===== src/rtl/uart_pkg.sv =====
// uart_pkg: state encoding and parity selectors shared by the UART blocks
package uart_pkg;
    typedef enum logic [2:0] {IDLE, ALIGN, START, DATA, PAR, STOP} uart_tx_state_t;
    localparam int PARITY_NONE = 0;
    localparam int PARITY_EVEN = 1;
    localparam int PARITY_ODD  = 2;
endpackage


===== src/rtl/uart_tx_rise_detect.sv =====
// rise_detect: one-cycle pulse on each rising edge of a level already in this clock domain
module rise_detect (
    input  logic clk_in,
    input  logic rst,
    input  logic in,
    output logic pulse
);
    logic prev_q;
    // remember last cycle's level so a 0->1 step can be seen
    always_ff @(posedge clk_in) prev_q <= rst ? 1'b0 : in;
    assign pulse = in & ~prev_q;
endmodule


===== src/rtl/uart_tx.sv =====
// uart_tx: asynchronous serial transmitter paced by a divided baud square wave
module uart_tx
    import uart_pkg::*;
#(
    parameter int DATA_BITS = 8,
    parameter int PARITY    = 0,
    parameter int STOP_BITS = 1
) (
    input  logic                 clk_in,
    input  logic                 rst,
    input  logic                 baud_clk,
    input  logic [DATA_BITS-1:0] tx_data,
    input  logic                 tx_valid,
    output logic                 tx_ready,
    output logic                 tx,
    output logic                 busy
);
    if (DATA_BITS < 5 || DATA_BITS > 8 || STOP_BITS < 1 || STOP_BITS > 2 ||
        (PARITY != PARITY_NONE && PARITY != PARITY_EVEN && PARITY != PARITY_ODD)) begin : g_bad_param
        $error("uart_tx: unsupported parameter combination");
    end
    uart_tx_state_t       state_q;
    logic [DATA_BITS-1:0] shift_q;
    logic                 par_q;
    logic [2:0]           cnt_q;
    logic                 stop_q;
    logic                 tx_q;
    logic                 tick;
    logic                 last_stop;
    logic                 accept;
    logic                 par_d;
    rise_detect u_rise (
        .clk_in(clk_in),
        .rst   (rst),
        .in    (baud_clk),
        .pulse (tick)
    );
    assign last_stop = stop_q == 1'(STOP_BITS - 1);
    assign tx_ready  = state_q == IDLE || (state_q == STOP && last_stop && tick);
    assign accept    = tx_valid && tx_ready;
    assign par_d     = ^tx_data ^ (PARITY == PARITY_ODD);
    assign tx        = tx_q;
    assign busy      = state_q != IDLE;
    // frame sequencer: every bit change lands on a baud tick so each bit lasts one full period
    always_ff @(posedge clk_in) begin
        if (rst) begin
            state_q <= IDLE;
            shift_q <= '0;
            par_q   <= 1'b0;
            cnt_q   <= '0;
            stop_q  <= 1'b0;
            tx_q    <= 1'b1;
        end else begin
            if (accept) begin
                shift_q <= tx_data;
                par_q   <= par_d;
            end
            case (state_q)
                IDLE:  if (accept) state_q <= ALIGN;
                ALIGN: if (tick) begin
                    tx_q    <= 1'b0;
                    state_q <= START;
                end
                START: if (tick) begin
                    tx_q    <= shift_q[0];
                    cnt_q   <= '0;
                    state_q <= DATA;
                end
                DATA: if (tick) begin
                    if (cnt_q == 3'(DATA_BITS - 1)) begin
                        tx_q    <= PARITY != PARITY_NONE ? par_q : 1'b1;
                        state_q <= PARITY != PARITY_NONE ? PAR : STOP;
                        stop_q  <= 1'b0;
                    end else begin
                        shift_q <= shift_q >> 1;
                        tx_q    <= shift_q[1];
                        cnt_q   <= cnt_q + 3'd1;
                    end
                end
                PAR: if (tick) begin
                    tx_q    <= 1'b1;
                    stop_q  <= 1'b0;
                    state_q <= STOP;
                end
                STOP: if (tick) begin
                    stop_q <= last_stop ? 1'b0 : stop_q + 1'b1;
                    if (last_stop) begin
                        tx_q    <= ~accept;
                        state_q <= accept ? START : IDLE;
                    end
                end
                default: state_q <= IDLE;
            endcase
        end
    end
endmodule


===== config.mk =====
export PLATFORM = sky130hd
export DESIGN_NAME = uart_tx
export DESIGN_NICKNAME = d
export VERILOG_FILES = /design/src/rtl/uart_pkg.sv /design/src/rtl/uart_tx_rise_detect.sv /design/src/rtl/uart_tx.sv
export SDC_FILE = /design/constraint.sdc
export NUM_CORES = 1
export LEC_CHECK = 0
export ABC_AREA = 1
export CORE_ASPECT_RATIO = 0.7
export CORE_MARGIN = 5
export CORE_UTILIZATION = 38
export CTS_CLUSTER_SIZE = 10
export DETAILED_ROUTE_END_ITERATION = 12
export PLACE_DENSITY_LB_ADDON = 0.12
export SLEW_MARGIN = 20
export SYNTH_ARGS = -nofsm -noshare
export SYNTH_HDL_FRONTEND = slang
export SYNTH_SLANG_ARGS = --single-unit
export TNS_END_PERCENT = 20

===== constraint.sdc =====
create_clock -name clk_in -period 2 [get_ports clk_in]
set_clock_uncertainty 0.05 [all_clocks]
set_input_delay 0.2 -clock clk_in [delete_from_list [all_inputs] [get_ports clk_in]]
set_output_delay 0.2 -clock clk_in [all_outputs]
set_load 0.01 [all_outputs]

# Word level (Yosys, flattened, before mapping)
# Index checks and enable logic that the tools add are counted.
[totals]
elab_cells = 71
register_bits = 17
[op_classes]
eq_ne = 15
n_mux = 31
n_addsub = 2
bitwise = 4
reduce_logical = 13
[ops]
columns = ["op", "count"]
rows = [
  ["3-bit 2-to-1 mux", 11],
  ["8-bit 2-to-1 mux", 4],
  ["2-bit != test (second input constant)", 9],
  ["3-bit one-hot mux with 6 select lines", 1],
  ["1-bit 2-to-1 mux", 11],
  ["3-bit equality test (second input constant)", 3],
  ["8-bit AND reduction", 1],
  ["7-bit AND reduction", 1],
  ["3-bit by 2-bit equality test with 1-bit output (second input constant)", 2],
  ["3-bit one-hot mux with 2 select lines", 1],
  ["3-bit nonzero test", 2],
  ["1-bit one-hot mux with 5 select lines", 1],
  ["5-bit AND reduction", 1],
  ["5-bit nonzero test", 1],
  ["4-bit AND reduction", 1],
  ["3-bit by 1-bit adder with 3-bit output (second input constant)", 1],
  ["3-bit by 1-bit equality test with 1-bit output (second input constant)", 1],
  ["1-bit logical AND", 3],
  ["3-bit logical NOT", 1],
  ["1-bit NOT", 3],
  ["1-bit one-hot mux with 3 select lines", 1],
  ["2-bit 2-to-1 mux", 1],
  ["2-bit nonzero test", 1],
  ["1-bit adder (second input constant)", 1],
  ["2 further kinds", 2],
]

# Depth between registers and ports, before layout
[depth]
ltp_word = 9
mapped_depth = 9
mapped_depth_nobuf = 8

# Hierarchy
# Synthesis repeated with hierarchy kept, for this count alone.
[hier_totals]
cells_unflattened = 128
area_unflattened_um2 = 897.1
[modules_own_cells]
columns = ["module", "cells_each", "n_inst", "seq_area_each_um2", "area_per_inst_um2"]
rows = [
  ["uart_tx", 124, 1, 300.3, 865.8],
  ["rise_detect", 4, 1, 20.0, 31.3],
]

# Worst setup path after synthesis
# Ideal clock, no wire load.
[synth_path]
path_kind = "reg-to-reg"
start = "register cnt_q[0]"
end = "register shift_q[0]"
required_ns = 1.839
arrival_time_ns = 1.274
setup_slack_ns = 0.565
path_buffers = 1
stages_incl_launch_ff = 9
cell_sequence = "dfxtp_1 -> ha_1 -> ha_1 -> inv_1 -> nand3_2 -> buf_6 -> or2_1 -> nand3_1 -> inv_1"
[synth_via]
elab_chain_cells = 4
[synth_lines]
columns = ["element", "line", "rtl"]
rows = [
  ["from (decl)", "uart_tx.sv:25", "logic [2:0] cnt_q;"],
  ["from (signal assigned)", "uart_tx.sv:77", "cnt_q <= cnt_q + 3'd1;"],
  ["3-bit equality test", "uart_tx.sv:70", "if (cnt_q == 3'(DATA_BITS - 1)) begin"],
  ["8-bit 2-to-1 mux", "uart_tx.sv:70", ""],
  ["8-bit 2-to-1 mux", "uart_tx.sv:69", "DATA: if (tick) begin"],
  ["8-bit 2-to-1 mux", "uart_tx.sv:58", "case (state_q)"],
  ["to (signal assigned)", "uart_tx.sv:55", "shift_q <= tx_data;"],
  ["to (signal assigned)", "uart_tx.sv:75", "shift_q <= shift_q >> 1;"],
  ["to (decl)", "uart_tx.sv:23", "logic [DATA_BITS-1:0] shift_q;"],
]
# Every way passes these cells.
# A chain may end at the register's enable or synchronous reset.

# Worst setup path after layout
[layout_path]
start = "register state_q[2]"
end = "output port busy"
[layout_via]
elab_chain_cells = 1
[layout_lines]
columns = ["element", "line", "rtl"]
rows = [
  ["from (decl)", "uart_tx.sv:22", "uart_tx_state_t state_q;"],
  ["from (signal assigned)", "uart_tx.sv:72", "state_q <= PARITY != PARITY_NONE ? PAR : STOP;"],
  ["from (signal assigned)", "uart_tx.sv:89", "state_q <= accept ? START : IDLE;"],
  ["3-bit nonzero test", "uart_tx.sv:43", "assign busy = state_q != IDLE;"],
  ["to (decl)", "uart_tx.sv:16", "output logic busy"],
]
# Every way passes these cells.

==> key figures <==
Status
  – Status: finished, final reports clean

Critical path
  – Worst EP arrival: roughly 1.7 ns
  – Crit path required time: around 1.8 ns
  – Critical path's largest stage delay: roughly 0.54 ns
  – Slowest-stage cell, CP: clkdlybuf4s50_1
  – Startpoint types: flop
  – Worst-path cell chain: inv_1 -> nand2_4 -> clkdlybuf4s50_1
  – Kind of critical path: reg -> out
  – Worst Path Max Fanout: 7
  – Crit path from: state_q[2]
  – CP Capture Type: primary output
  – RR Startpoint: cnt_q[0]

Routing
  – Post-DRT Antenna Nets: 0
  – Total detailed-routing wirelength: around 2000 um
  – DRT Pass-1 Iters: 4
  – DRC errors left: 0
  – First DRT Iteration DRCs: 47
  – DR vias/cell: a little under 5
  – DR vias: a little under 900
  – Average wire per standard cell: about 11 um

Power
  – Reg power frac: between 30% and 40%
  – Gate power share: between 40 and 50%
  – Power share of the clock group: ~17%
  – Sw Ratio: 41.2%
  – Internal power: between 700 and 800 uW
  – LEAKAGE: 0.517 nW
  – Cell Pwr Density: around 1200 nW/um2
  – Peak supply drop: 0.446 mV
  – Psw: approximately 550 uW

STA
  – Post-route setup slack: a little under 0.1 ns
  – Setup_tns: 0 ns
  – Crit path time final: 1.90 ns
  – Max-slew violation count: 0
  – Max_slew headroom: between 70% and 80%
  – Fmax: ~530 MHz
  – RSZ-0062 raised after global routing: false
  – Fin. Hold Viols: 0
  – Worst Tran Pin Value: between 0.3 and 0.4 ns
  – # setup viols final: 0
  – Fin crit share: a little over nine tenths
  – Final hold slack: roughly 0.40 ns

Yosys
  – Synth Instances: between 100 and 150
  – Yosys top cell area share: between 30% and 40%
  – Synth area leaders: dfxtp_1 (36%), nand3_1 (14%), nand2_1 (9.2%)
  – Synth Cell Area: between 800 and 900 um2
  – Register area share after synthesis: between 30% and 40%
  – Netlist cell types: 22
  – Yosys warning count: 0
  – Syn nets: 142
  – Yosys top cell by area: dfxtp_1
  – Avg Synthesized Cell Area: 7.07 um2
  – Synthesized flop and latch total: 16

Finish
  – Layout Nets: roughly 160
  – Commonest non-fill, non-tap cells in the layout: nand3_1 (26), nand2_1 (22), inv_1 (18)
  – Fin area: 1130 um2
  – Fin util: between 50% and 60%
  – Commonest non-fill, non-tap cell in the layout: nand3_1
  – P&R area growth vs syn: 26.0%
  – Layout cells sized above 1: 12.2%
  – FILL cells: about 250
  – Antenna Diode Count: 0

Global routing
  – Total congestion overflow: 0
  – First-pass GRT wire length: roughly 3300 um
  – Initial antenna violation count: 0
  – Largest net degree at the start of global routing: 13
  – Number of global-route vias before repair: roughly 740
  – GRT Total Usage: between 10% and 20%

Clocking
  – CTS tree: done
  – Hold-fix buffers, CTS: 0
  – CTS sink cnt: 16
  – CTS buffer count: 3
  – Worst-Skew Late Latency: around 0.29 ns
  – H-tree levels: 1
  – Setup Fix Bufs, Post-CTS: 0
  – Clock-pin transition on the worst setup and hold timing paths: ~0.10 ns
  – CTS root buffer: clkbuf_4
  – Clock Path Buffers: 2

Flow run
  – Max_cap viols: 0

Hold path
  – Hold Path Origin: baud_clk
  – Worst min-delay path category: in -> reg

Placement
  – DP Worst Slack: 0.163 ns
  – GPL Wtd Cong: 0.911
  – Port bufs: 14
  – Placed Instance Area: approximately 1100 um2
  – DP HPWL: approximately 1600 um

Die
  – DIE WIDTH: slightly below 70 um
  – Core area: 2210 um2
  – Initial Util: between 40% and 50%
  – Die ar.: 3450 um2
  – Boundary Pins: 15
  – Die height: between 50 and 60 um
  – Placement Rows: 14
-- sequential cells by signal (all words and copies together) (netlist names) --
name / cells
state_q: 3
tx: 1
shift_q: 8
cnt_q: 3
u_rise.prev_q: 1
-- kinds of logic after synthesis --
group	Yosys count	share of synthesized area (%)
AOI/OAI and AO/OA	20	13.4
adders and majority gates	3	4.18
buffers and inverters	21	9.61
DFF	16	35.7
and+or+nand+nor	67	37.2
-- final cells by class --
| type | count | area, um2 | share of cell area (%) |
|---|---|---|---|
| flip-flops and latches | 16 | 320 | 28.3 |
| repair buffers | 18 | 170 | 15.0 |
| multi-input cells | 90 | 494 | 43.6 |
| inverters | 19 | 71.3 | 6.30 |
| well taps | 32 | 40.0 | 3.54 |
| clock buffers | 4 | 36.3 | 3.20 |
-- power groups by stage --
stage / Sequential [mW] / Combinational, mW / Clock [mW]
final: 0.463 / 0.642 / 0.220
after global routing: 0.473 / 0.723 / 0.243
after CTS: 0.459 / 0.642 / 0.228
after detailed placement: 0.467 / 0.640 / 0
after global placement: 0.466 / 0.631 / 0
after floorplan: 0.453 / 0.428 / 0
-- worst max-delay path: cells and delay by family, from the launching register on --
family,cells,cell delay [ns]
flops,1,0.50
buf+inv,2,0.72
simple gates,1,0.14
-- per-layer routing --
| layer | routed length, um | global-route usage (%) | share of wire (%) |
|---|---|---|---|
| met2 | 793 | 16.0 | 40 |
| met4 | 13 | 2.97 | 0.66 |
| met5 | 0 | 0 | 0 |
| met1 | 1030 | 19.1 | 52 |
| met3 | 145 | 4.69 | 7.3 |
-- path summary, 6_finish.rpt --
kind	to	slack [ns]	cells after the start
worst max-delay path	busy	0.1	3
worst min-delay path	u_rise.prev_q	0.40	3
worst max register to register	shift_q[6]	0.36	7
worst min register to register	cnt_q[1]	0.42	2
-- synth_stat cells, drive strengths merged --
master	number
nand3b	1
buf	2
a21oi	10
nor3	1
nand2	24
dfxtp	16
nand3	28
clkinv	1
or2	4
o211a	1
inv	18
nor2	9
o21ai	9
ha	3
-- stage by stage --
step,cells,total power [mW]
2_1_floorplan,127,0.881
3_3_place_gp,175,1.10
3_5_place_dp,175,1.11
4_1_cts,179,1.33
5_1_grt,179,1.44
6_report,179,1.32
-- repair_timing --
| item | CTS | global route |
|---|---|---|
| gates resized for setup | 0 | 1 |
| endpoints found under the setup margin | 0 | 1 |
| hold endpoints to repair | 0 | 0 |
Power figures use the tool's default switching activity.
